--- config.mk ---
export PLATFORM = sky130hd
export DESIGN_NAME = if_id_stage_flat
export DESIGN_NICKNAME = d
export VERILOG_FILES = /design/src/rtl/if_id_stage_pkg.sv /design/src/rtl/if_id_stage_if.sv /design/src/rtl/if_id_stage_imm_sel_decode.sv /design/src/rtl/if_id_stage.sv /design/src/flat_wrapper.sv
export SDC_FILE = /design/constraint.sdc
export NUM_CORES = 1
export LEC_CHECK = 0
export BUFFER_PORTS_ARGS = -buffer_cell sky130_fd_sc_hd__buf_4
export CORE_ASPECT_RATIO = 1.1
export CORE_MARGIN = 3
export CORE_UTILIZATION = 45
export CTS_BUF_LIST = sky130_fd_sc_hd__clkbuf_8
export CTS_CLUSTER_DIAMETER = 40
export DETAILED_ROUTE_END_ITERATION = 16
export GPL_ROUTABILITY_DRIVEN = 0
export HOLD_SLACK_MARGIN = 0.06
export MAX_ROUTING_LAYER = met4
export PLACE_DENSITY_LB_ADDON = 0.12
export SLEW_MARGIN = 20
export SYNTH_ARGS = -nofsm -noshare
export SYNTH_HDL_FRONTEND = slang
export SYNTH_SLANG_ARGS = --single-unit
--- constraint.sdc ---
create_clock -name clk -period 2.5 [get_ports clk]
set_clock_uncertainty 0.05 [all_clocks]
set_input_delay 0.125 -clock clk [delete_from_list [all_inputs] [get_ports clk]]
set_output_delay 0.125 -clock clk [all_outputs]
set_load 0.05 [all_outputs]
--- src/rtl/if_id_stage_pkg.sv ---
// Shared constants for the IF/ID register: extender select codes, RV32I opcodes and the NOP word.
package if_id_stage_pkg;

    localparam logic [5:0] EXT_CTRL_ITYPE_SHAMT = 6'b100000;
    localparam logic [5:0] EXT_CTRL_ITYPE       = 6'b010000;
    localparam logic [5:0] EXT_CTRL_STYPE       = 6'b001000;
    localparam logic [5:0] EXT_CTRL_BTYPE       = 6'b000100;
    localparam logic [5:0] EXT_CTRL_UTYPE       = 6'b000010;
    localparam logic [5:0] EXT_CTRL_JTYPE       = 6'b000001;
    localparam logic [5:0] EXT_CTRL_NONE        = 6'b000000;

    localparam logic [6:0] OPC_LUI    = 7'b0110111;
    localparam logic [6:0] OPC_AUIPC  = 7'b0010111;
    localparam logic [6:0] OPC_JAL    = 7'b1101111;
    localparam logic [6:0] OPC_JALR   = 7'b1100111;
    localparam logic [6:0] OPC_LOAD   = 7'b0000011;
    localparam logic [6:0] OPC_OPIMM  = 7'b0010011;
    localparam logic [6:0] OPC_STORE  = 7'b0100011;
    localparam logic [6:0] OPC_BRANCH = 7'b1100011;

    // addi x0, x0, 0
    localparam logic [31:0] NOP_ENC = 32'h00000013;

    // SLLI (001) and SRLI/SRAI (101) carry a shift amount instead of a 12-bit immediate
    function automatic logic is_shift_funct3(input logic [2:0] funct3);
        return (funct3 == 3'b001) || (funct3 == 3'b101);
    endfunction

endpackage

--- src/rtl/if_id_stage_if.sv ---
// Fetch/hazard-side inputs and ID-side outputs of the IF/ID register.
interface if_id_stage_if;
    logic        stall;
    logic        flush;
    logic        if_valid;
    logic [31:0] if_pc;
    logic [31:0] if_instr;
    logic        id_valid;
    logic [31:0] id_pc;
    logic [31:0] id_instr;
    logic [4:0]  iimm_shamt;
    logic [11:0] iimm;
    logic [11:0] simm;
    logic [11:0] bimm;
    logic [19:0] uimm;
    logic [19:0] jimm;
    logic [5:0]  EXTOp;

    modport master (
        output stall, flush, if_valid, if_pc, if_instr,
        input  id_valid, id_pc, id_instr, iimm_shamt, iimm, simm, bimm, uimm, jimm, EXTOp
    );

    modport slave (
        input  stall, flush, if_valid, if_pc, if_instr,
        output id_valid, id_pc, id_instr, iimm_shamt, iimm, simm, bimm, uimm, jimm, EXTOp
    );
endinterface

--- src/rtl/if_id_stage_imm_sel_decode.sv ---
// Maps opcode/funct3 of a valid instruction to the one-hot immediate extender select.
module imm_sel_decode
    import if_id_stage_pkg::*;
(
    input  logic       valid,
    input  logic [6:0] opcode,
    input  logic [2:0] funct3,
    output logic [5:0] ext_op
);

    always_comb begin
        ext_op = EXT_CTRL_NONE;
        if (valid) begin
            case (opcode)
                OPC_LUI, OPC_AUIPC: ext_op = EXT_CTRL_UTYPE;
                OPC_JAL:            ext_op = EXT_CTRL_JTYPE;
                OPC_JALR, OPC_LOAD: ext_op = EXT_CTRL_ITYPE;
                OPC_OPIMM:          ext_op = is_shift_funct3(funct3) ? EXT_CTRL_ITYPE_SHAMT
                                                                     : EXT_CTRL_ITYPE;
                OPC_STORE:          ext_op = EXT_CTRL_STYPE;
                OPC_BRANCH:         ext_op = EXT_CTRL_BTYPE;
                default:            ext_op = EXT_CTRL_NONE;
            endcase
        end
    end

endmodule

--- src/rtl/if_id_stage.sv ---
// IF/ID pipeline register with stall/flush, plus combinational immediate slicing and EXTOp decode.
module if_id_stage
    import if_id_stage_pkg::*;
#(
    parameter logic [31:0] NOP_INSTR = NOP_ENC,
    parameter logic [31:0] PC_RESET  = 32'h00000000
) (
    input  logic         clk,
    input  logic         rst,
    if_id_stage_if.slave bus
);

    logic        vld_p1;
    logic [31:0] pc_p1;
    logic [31:0] instr_p1;
    logic [5:0]  ext_op;

    // IF -> ID boundary: a flush kills the held instruction even during a stall
    always_ff @(posedge clk) begin
        if (rst || bus.flush) begin
            vld_p1   <= 1'b0;
            pc_p1    <= PC_RESET;
            instr_p1 <= NOP_INSTR;
        end else if (!bus.stall) begin
            vld_p1   <= bus.if_valid;
            pc_p1    <= bus.if_pc;
            instr_p1 <= bus.if_instr;
        end
    end

    imm_sel_decode u_imm_sel_decode (
        .valid  (vld_p1),
        .opcode (instr_p1[6:0]),
        .funct3 (instr_p1[14:12]),
        .ext_op (ext_op)
    );

    assign bus.id_valid   = vld_p1;
    assign bus.id_pc      = pc_p1;
    assign bus.id_instr   = instr_p1;
    assign bus.iimm_shamt = instr_p1[24:20];
    assign bus.iimm       = instr_p1[31:20];
    assign bus.simm       = {instr_p1[31:25], instr_p1[11:7]};
    assign bus.bimm       = {instr_p1[31], instr_p1[7], instr_p1[30:25], instr_p1[11:8]};
    assign bus.uimm       = instr_p1[31:12];
    assign bus.jimm       = {instr_p1[31], instr_p1[19:12], instr_p1[20], instr_p1[30:21]};
    assign bus.EXTOp      = ext_op;

endmodule

--- src/flat_wrapper.sv ---
// flat-port wrapper written by rule: the top's interface ports become plain ports
module if_id_stage_flat import if_id_stage_pkg::*;
#(
    parameter logic [31:0] NOP_INSTR = NOP_ENC,
    parameter logic [31:0] PC_RESET  = 32'h00000000
)
  (clk, rst, bus_stall, bus_flush, bus_if_valid, bus_if_pc, bus_if_instr, bus_id_valid, bus_id_pc, bus_id_instr, bus_iimm_shamt, bus_iimm, bus_simm, bus_bimm, bus_uimm, bus_jimm, bus_EXTOp);
  if_id_stage_if bus_i ();
  input  logic clk;
  input  logic rst;
  input wire logic [$bits(bus_i.stall)-1:0] bus_stall;
  input wire logic [$bits(bus_i.flush)-1:0] bus_flush;
  input wire logic [$bits(bus_i.if_valid)-1:0] bus_if_valid;
  input wire logic [$bits(bus_i.if_pc)-1:0] bus_if_pc;
  input wire logic [$bits(bus_i.if_instr)-1:0] bus_if_instr;
  output wire logic [$bits(bus_i.id_valid)-1:0] bus_id_valid;
  output wire logic [$bits(bus_i.id_pc)-1:0] bus_id_pc;
  output wire logic [$bits(bus_i.id_instr)-1:0] bus_id_instr;
  output wire logic [$bits(bus_i.iimm_shamt)-1:0] bus_iimm_shamt;
  output wire logic [$bits(bus_i.iimm)-1:0] bus_iimm;
  output wire logic [$bits(bus_i.simm)-1:0] bus_simm;
  output wire logic [$bits(bus_i.bimm)-1:0] bus_bimm;
  output wire logic [$bits(bus_i.uimm)-1:0] bus_uimm;
  output wire logic [$bits(bus_i.jimm)-1:0] bus_jimm;
  output wire logic [$bits(bus_i.EXTOp)-1:0] bus_EXTOp;
  assign bus_i.stall = bus_stall;
  assign bus_i.flush = bus_flush;
  assign bus_i.if_valid = bus_if_valid;
  assign bus_i.if_pc = bus_if_pc;
  assign bus_i.if_instr = bus_if_instr;
  assign bus_id_valid = bus_i.id_valid;
  assign bus_id_pc = bus_i.id_pc;
  assign bus_id_instr = bus_i.id_instr;
  assign bus_iimm_shamt = bus_i.iimm_shamt;
  assign bus_iimm = bus_i.iimm;
  assign bus_simm = bus_i.simm;
  assign bus_bimm = bus_i.bimm;
  assign bus_uimm = bus_i.uimm;
  assign bus_jimm = bus_i.jimm;
  assign bus_EXTOp = bus_i.EXTOp;
  if_id_stage #(.NOP_INSTR(NOP_INSTR), .PC_RESET(PC_RESET)) u_core (.clk(clk), .rst(rst), .bus(bus_i));
endmodule
# Yosys cells after proc, flatten, opt, wreduce, memory -nomap -nowiden
# Index checks and enable logic that the tools add are counted.
# word_totals
wordCells,20
inputBits,69
out_inout_bits,152
reg_bits,65
# classes
mux,3
n_reduce_logical,4
eq_ne,10
# op_table
op,count
6-bit one-hot mux with 6 select lines,1
7-bit equality test (second input constant),3
7-bit by 5-bit equality test with 1-bit output (second input constant),2
7-bit by 6-bit equality test with 1-bit output (second input constant),2
6-bit two-way mux,2
7-bit by 2-bit equality test with 1-bit output (second input constant),1
2-bit OR reduction,2
3-bit by 1-bit equality test with 1-bit output (second input constant),1
3-bit equality test (second input constant),1
1-bit logical OR,2

# Longest topological paths before layout
# Gate-level depths: netlist of run 1.
# depth
word_depth,5
depth_mapped,4
depth_no_buf,3

# Cells and area by module
# A second synthesis of run 1 with hierarchy kept.
# hier_totals
hier_cells,306
area_unflattened_um2,3036.7
# by_module_without_submodules
mod,n_inst,area_each_um2,seq_area_each_um2,cells_per_inst
if_id_stage,1,2920.3,1301.2,292
imm_sel_decode,1,116.4,0.0,14

# Worst setup path after synthesis of run 1
# No wires, ideal clock.
# synth_timing
kind,register to output
startpoint,register u_core.instr_p1[1] (netlist: u_core.bus.id_instr[1])
endpoint,output port bus_EXTOp[1]
path_buffers,0
required_time_ps,2325
arrival_ps,2429
path_slack_ps,-104
path_stages_with_launch,3
path_cell_list,dfxtp_1 -> nand3_1 -> nor4_1
# synth_between
elab_chain_len,4
elab_cells_between_ends,12
classes_between,8 x eq/ne; 2 x mux; 2 x reduce/logical
# synth_lines
item,line,rtl
"start, declared",if_id_stage.sv:15,logic [31:0] instr_p1;
"start signal, assigned",if_id_stage.sv:27,instr_p1 <= bus.if_instr;
"7-bit equality test, or another cell as far along",if_id_stage_imm_sel_decode.sv:14,case (opcode)
2-bit OR reduction,if_id_stage_imm_sel_decode.sv:14,
6-bit one-hot mux with 6 select lines *,if_id_stage_imm_sel_decode.sv:14,
6-bit two-way mux *,if_id_stage_imm_sel_decode.sv:13,if (valid) begin
"end, declared",flat_wrapper.sv:25,output wire logic [$bits(bus_i.EXTOp)-1:0] bus_EXTOp;
# Every way passes the cells marked *; elsewhere a longest branch is shown, timed or not.

# Final worst setup path of run 1
# layout_timing
startpoint,register u_core.instr_p1[3] (netlist: u_core.bus.id_instr[3])
endpoint,output port bus_EXTOp[5]
# The elaborated chain is that of the path after synthesis.

==> impl_metrics.env, run 1 <==
export IMPL_pin_count=221
export IMPL_fin_setup_tns_ns=0
export IMPL_finalMaxSlewViolations=0
export IMPL_grt_max_degree=63
export IMPL_cts_max_path_buffers=2
export IMPL_r2r_cells=3
export IMPL_slew_headroom_pct=56.6
export IMPL_grt_use_total_pct=24.2
export IMPL_slowest_delay_ns=0.37
export IMPL_ys_seq_elements=65
export IMPL_worstPathArrival_ns=1.76
export IMPL_routed_via_density=4.60
export IMPL_synth_cell_types=18
export IMPL_die_area_sq_mm=0.00773
export IMPL_tightest_slew_ns=0.651
export IMPL_syn_area_sq_mm=0.00302
export IMPL_dr_first_iter_drc_count=96
export IMPL_max_freq_ghz=0.517
export IMPL_synth_edf_count=0
export IMPL_grt_met3_usage_pct=6.20
export IMPL_cts_buffers=9
export IMPL_nets=582
export IMPL_grt_pass1_vias=2857
export IMPL_synth_area_top_cells="dfxtp_1 (43%), mux2i_1 (22%), buf_4 (21%)"
export IMPL_grtUsageMet1_pct=25.4
export IMPL_worstHoldEndpoint="u_core.bus.id_pc[16]"
export IMPL_busiest_layer="met2"
export IMPL_syn_num_nets=376
export IMPL_clkTransAtPathRegs_ns=0.07
export IMPL_hold_viol_final=0
export IMPL_power_density_mw_per_mm2=538
export IMPL_cts_sinks=65
export IMPL_synth_avg_cell_area_sq_um=9.83
export IMPL_use_met2_pct=43.1
export IMPL_hold_path_depth=3
export IMPL_cts_tree="yes"
export IMPL_synth_ff_type="dfxtp_1"
export IMPL_setup_violations=0
export IMPL_required_ns=2.33
export IMPL_vias=2756
export IMPL_yosys_warnings=0
export IMPL_rows=30
export IMPL_vdd_drop_max_mv=0.381
export IMPL_final_util_pct=78.8
export IMPL_layout_setup_ws_ns=0.565
export IMPL_synth_seq_area_share_pct=43.1
export IMPL_core_area_sq_mm=0.00634
export IMPL_end_kind="output port"
export IMPL_grt_pass1_wl_um=14500
export IMPL_drtAntennaViolNets=0
export IMPL_synthCells=307
export IMPL_clk_latency_ns=0.33
export IMPL_r2r_end="u_core.bus.id_instr[1]"
export IMPL_place_hpwl_um=5700
export IMPL_cts_htree_levels=3
export IMPL_totalWireLength_um=9320
export IMPL_layout_drive_gt1_share_pct=46.9
export IMPL_cts_root_buffer="clkbuf_8"
export IMPL_port_buffers=220
export IMPL_synth_top_area_cell="dfxtp_1"
export IMPL_cp_slowest_cell="dfxtp_1"
export IMPL_drc_errors=0
export IMPL_startpoint_type="register"
export IMPL_criticalPathCategory="register to output port"
export IMPL_cap_violations=0
export IMPL_hold_start="bus_stall"
export IMPL_period_share_pct=77.4
export IMPL_die_height_um=91.9
export IMPL_synthTopCellsByCount="buf_4 (86), dfxtp_1 (65), mux2i_1 (65)"
export IMPL_r2r_start="u_core.bus.id_instr[1]"
export IMPL_rsz0062_at_grt="no"
export IMPL_async_reset_ff_share_pct=0
export IMPL_period_needed_ns=1.94
export IMPL_cp_cell_sequence="nand4bb_4 -> or3_4 -> nor4b_4 -> buf_4"
export IMPL_status="completed"
export IMPL_reg2reg_setup_slack_ns=1.15
export IMPL_synth_top_cell_area_share_pct=43.1
export IMPL_p_leak_nw=2.56
export IMPL_grt_overflow_total=0
export IMPL_dr_pass1_iters=4
export IMPL_wire_per_inst_um=15.6
export IMPL_pre_cts_ws_ns=0.925
export IMPL_hp_class="input pin to register"
export IMPL_synthMostInstantiatedCell="buf_4"
export IMPL_antenna_found_initial=0
export IMPL_syn2layout_area_growth_pct=65.6
export IMPL_start_util_pct=47.6
export IMPL_die_x_um=84.1
export IMPL_worstPathMaxFanout=6
-- critical path, delay by kind of cell (launching register included) --
kind	cells	cell delay [ns]
AND/OR/NAND/NOR	3	0.82
buffers and inverters	1	0.23
flip-flops	1	0.37
-- area by class of cell --
cell class,instances,area (sq um)
repair buffers,290,2360
diodes,1,2.50
well taps,80,100
inverters,1,3.75
fillers,402,1340
clock buffers,10,138
multi-input cells,146,1040
flip-flops and latches,65,1300
clock inverters,6,57.6
-- worst max path at each step --
stage,depth (start not counted),start,slack (ns),to
4_1_cts,4,u_core.bus.id_instr[3],0.55,bus_EXTOp[5]
3_5_place_dp,4,u_core.bus.id_instr[3],0.92,bus_EXTOp[5]
2_1_floorplan,2,u_core.bus.id_instr[6],0.12,bus_EXTOp[4]
3_3_place_gp,4,u_core.bus.id_instr[3],0.94,bus_EXTOp[5]
5_1_grt,4,u_core.bus.id_instr[3],0.50,bus_EXTOp[5]
6_report,4,u_core.bus.id_instr[3],0.56,bus_EXTOp[5]
-- placed cells by master (no fill, tap or decap), types with 2 or more instances in the layout --
cell type	instances
nand2_1	5
clkbuf_8	10
buf_4	221
clkinv_2	4
nor2_1	64
dfxtp_1	65
nor3_1	2
nand3b_1	2
mux2i_1	65
dlygate4sd3_1	68
-- per-stage QoR --
step                      hold WS [ns]  std cells  cell area [sq um]  power (W)
after floorplan                  0.184        307               3030    0.00158
after global placement           0.286        514               4120    0.00173
after detailed placement         0.295        514               4120    0.00174
after CTS                        0.294        598               5000    0.00270
after global routing             0.317        598               5000    0.00280
final                            0.315        599               5000    0.00269
-- layer usage --
layer,wire [um],vias to the layer above
li1,-,1337
met5,0,-
met4,247,0
met1,3360,1256
met2,4940,144
met3,769,19
-- report_power, final --
part,switching [W],leakage [nW],total (W),internal [W]
clock,0.000397,0.102,0.000877,0.000481
combinational,0.000415,1.93,0.000707,0.000292
sequential,0.0000351,0.530,0.00110,0.00107
-- logic make-up after synthesis --
kind of cell | after synthesis | share of synthesized area [%]
compound gates | 1 | 0.290
buf+inv | 96 | 22.7
flops | 65 | 43.1
mux | 65 | 21.5
simple gates | 80 | 12.3
-- flip-flops by register name, summed over array words and instances, names as in the netlist --
register,count
u_core.bus.id_instr,32
u_core.bus.id_pc,32
u_core.bus.id_valid,1
-- what timing repair did --
item,4_1_cts,5_1_grt
hold endpoints to repair,65,0
resized for setup,0,0
hold buffers,68,0
setup buffers,0,0
Note: power is estimated with default switching activity, not from simulation.
==> run 2: changes to the inputs <==
--- a/config.mk
+++ b/config.mk
@@ -8,7 +8,7 @@
 export BUFFER_PORTS_ARGS = -buffer_cell sky130_fd_sc_hd__buf_4
 export CORE_ASPECT_RATIO = 1.1
 export CORE_MARGIN = 3
-export CORE_UTILIZATION = 45
+export CORE_UTILIZATION = 42
 export CTS_BUF_LIST = sky130_fd_sc_hd__clkbuf_8
 export CTS_CLUSTER_DIAMETER = 40
 export DETAILED_ROUTE_END_ITERATION = 16
==> constraint.sdc (replaced) <==
create_clock -name clk -period 1.91 [get_ports clk]
set_clock_uncertainty 0.05 [all_clocks]
set_input_delay 0.0955 -clock clk [delete_from_list [all_inputs] [get_ports clk]]
set_output_delay 0.0955 -clock clk [all_outputs]
set_load 0.05 [all_outputs]
==> run 2 against run 1 <==
Against the previous run: worst setup slack worse by 0.47 ns; non-clock buffer count rose by 3; utilization shrank 3.7 points; register-to-register slack lost 0.56 ns; flip-flop and latch count did not move; clock-buffer cell count increased by 1; combinational power increased by 31%; sequential power grew 31%; first-iteration DRC count is 42% lower; die area grew 6.7%; critical path type unchanged; critical endpoint unchanged.
==> impl_metrics.env, run 2 (synthesis gave the netlist of run 1 again) <==
export IMPL_status="completed"
export IMPL_port_buffers=220
export IMPL_r2r_start="u_core.bus.id_instr[4]"
export IMPL_r2r_end="u_core.bus.id_instr[4]"
export IMPL_cts_root_buffer="clkbuf_8"
export IMPL_reg2reg_setup_slack_ns=0.59
export IMPL_clkTransAtPathRegs_ns=0.07
export IMPL_antenna_cells=0
export IMPL_rows=31
export IMPL_period_share_pct=95.1
export IMPL_rsz0062_at_grt="no"
export IMPL_period_needed_ns=1.82
export IMPL_die_area_sq_mm=0.00824
export IMPL_cp_startpoint="u_core.bus.id_instr[2]"
export IMPL_die_height_um=94.9
export IMPL_vias=2713
export IMPL_p_leak_nw=2.59
export IMPL_drtAntennaViolNets=0
export IMPL_p_sw_share_pct=30.0
export IMPL_start_util_pct=44.5
export IMPL_grt_use_total_pct=21.3
export IMPL_nFillCells=486
export IMPL_dr_first_iter_drc_count=56
export IMPL_cts_buffers=9
export IMPL_die_x_um=86.8
export IMPL_wire_per_inst_um=14.6
export IMPL_fin_setup_tns_ns=0
export IMPL_p_int_w=0.00259
export IMPL_syn2layout_area_growth_pct=68.9
export IMPL_slew_headroom_pct=81.0
export IMPL_layout_drive_gt1_share_pct=48.4
export IMPL_power_density_mw_per_mm2=725
export IMPL_max_freq_ghz=0.550
export IMPL_worstPathMaxFanout=3
export IMPL_drc_errors=0
export IMPL_tightest_slew_ns=0.285
export IMPL_core_area_sq_mm=0.00679
export IMPL_final_cell_mix="buf_4 (222), dlygate4sd3_1 (68), mux2i_1 (65)"
export IMPL_clk_latency_ns=0.33
export IMPL_startpoint_type="register"
export IMPL_cap_violations=0
export IMPL_required_ns=1.76
export IMPL_grt_overflow_total=0
export IMPL_setup_violations=0
export IMPL_hp_class="input pin to register"
export IMPL_finalMaxSlewViolations=0
export IMPL_end_kind="output port"
export IMPL_place_hpwl_um=5780
export IMPL_layout_commonest_cell="buf_4"
export IMPL_worstPathArrival_ns=1.67
export IMPL_hold_viol_final=0
export IMPL_cts_sinks=65
export IMPL_power_switching_w=0.00111
export IMPL_pwr_share_comb_pct=25.1
export IMPL_power_share_clock_pct=35.9
export IMPL_endpoint="bus_EXTOp[5]"
export IMPL_cts_tree="yes"
export IMPL_grt_pass1_vias=2753
export IMPL_pin_count=221
export IMPL_grt_pass1_wl_um=13500
export IMPL_routed_via_density=4.50
export IMPL_cts_htree_levels=3
export IMPL_seqPwrFrac_pct=39.0
export IMPL_nets=585
export IMPL_grt_max_degree=63
export IMPL_criticalPathCategory="register to output port"
export IMPL_cts_max_path_buffers=2
export IMPL_hold_start="bus_stall"
export IMPL_dr_pass1_iters=4
export IMPL_worst_hold_slack_ns=0.175
export IMPL_r2r_cells=3
export IMPL_totalWireLength_um=8820
export IMPL_antenna_found_initial=0
export IMPL_vdd_drop_max_mv=0.464
## run 2: cell types whose count changed in the layout (fill, tap and decap cells not counted), sizes merged
cell,delta
buf,+3
bufinv,+1
clkbuf,+1
clkinv,-4
clkinvlp,+1
diode,-1
inv,+1
## run 2: worst min path at each step
stage / cells past startpoint / slack (ns) / end
finish: 3 / 0.18 / u_core.bus.id_instr[27]
global route: 3 / 0.18 / u_core.bus.id_instr[16]
CTS: 3 / 0.16 / u_core.bus.id_instr[21]
detailed placement: 3 / 0.28 / u_core.bus.id_instr[4]
global placement: 3 / 0.26 / u_core.bus.id_instr[4]
floorplan: 2 / 0.15 / u_core.bus.id_instr[0]
## run 2: what timing repair did
item / 4_1_cts / 5_1_grt
gates resized for setup: 2 / 0
endpoints found under the setup margin: 1 / 1
buffers inserted: 2 / 0
hold endpoints to repair: 65 / 0
hold buffers: 68 / 0
pin swaps: 3 / 1
## run 2: layout make-up
cell class              count  area (sq um)  area share [%]
flip-flops and latches     65          1310            25.7
clock buffers              11           151            2.97
multi-input cells         146          1060            20.7
well taps                  82           103            2.01
clock inverters             5          78.8            1.55
repair buffers            293          2400            47.0
inverters                   1          3.75          0.0736
## run 2: power groups by stage
stage | Sequential, W | Clock [W] | Combinational [W]
floorplan | 0.00162 | 0 | 0.000441
global placement | 0.00147 | 0 | 0.000806
detailed placement | 0.00148 | 0 | 0.000812
CTS | 0.00144 | 0.00136 | 0.000929
global route | 0.00145 | 0.00143 | 0.000972
finish | 0.00144 | 0.00133 | 0.000928
## run 2: per-layer routing
layer | vias up | track usage, % | routed length, um
met1 | 1231 | 24.1 | 3460
met4 | 0 | 6.88 | 109
met2 | 132 | 36.8 | 4480
li1 | 1337 | - | -
met3 | 13 | 4.89 | 765
met5 | - | - | 0
## run 2: per-stage QoR
step | utilization, % | worst slack, ns | total power (W) | instance area (sq um) | std cells
global placement | 61.4 | 0.340 | 0.00228 | 4170 | 517
floorplan | - | -0.0190 | 0.00206 | 3050 | 307
detailed placement | 61.4 | 0.329 | 0.00229 | 4170 | 517
finish | 75.1 | 0.0933 | 0.00370 | 5100 | 603
global route | 75.1 | 0.0357 | 0.00385 | 5100 | 603
CTS | 75.1 | 0.0102 | 0.00373 | 5100 | 603
## run 2: worst max-delay path, cell delays in order, from the launching register on
cell       delay, ns
dfxtp_2         0.32
nand4bb_4       0.23
or3_4           0.37
nor4b_4         0.23
buf_6           0.19
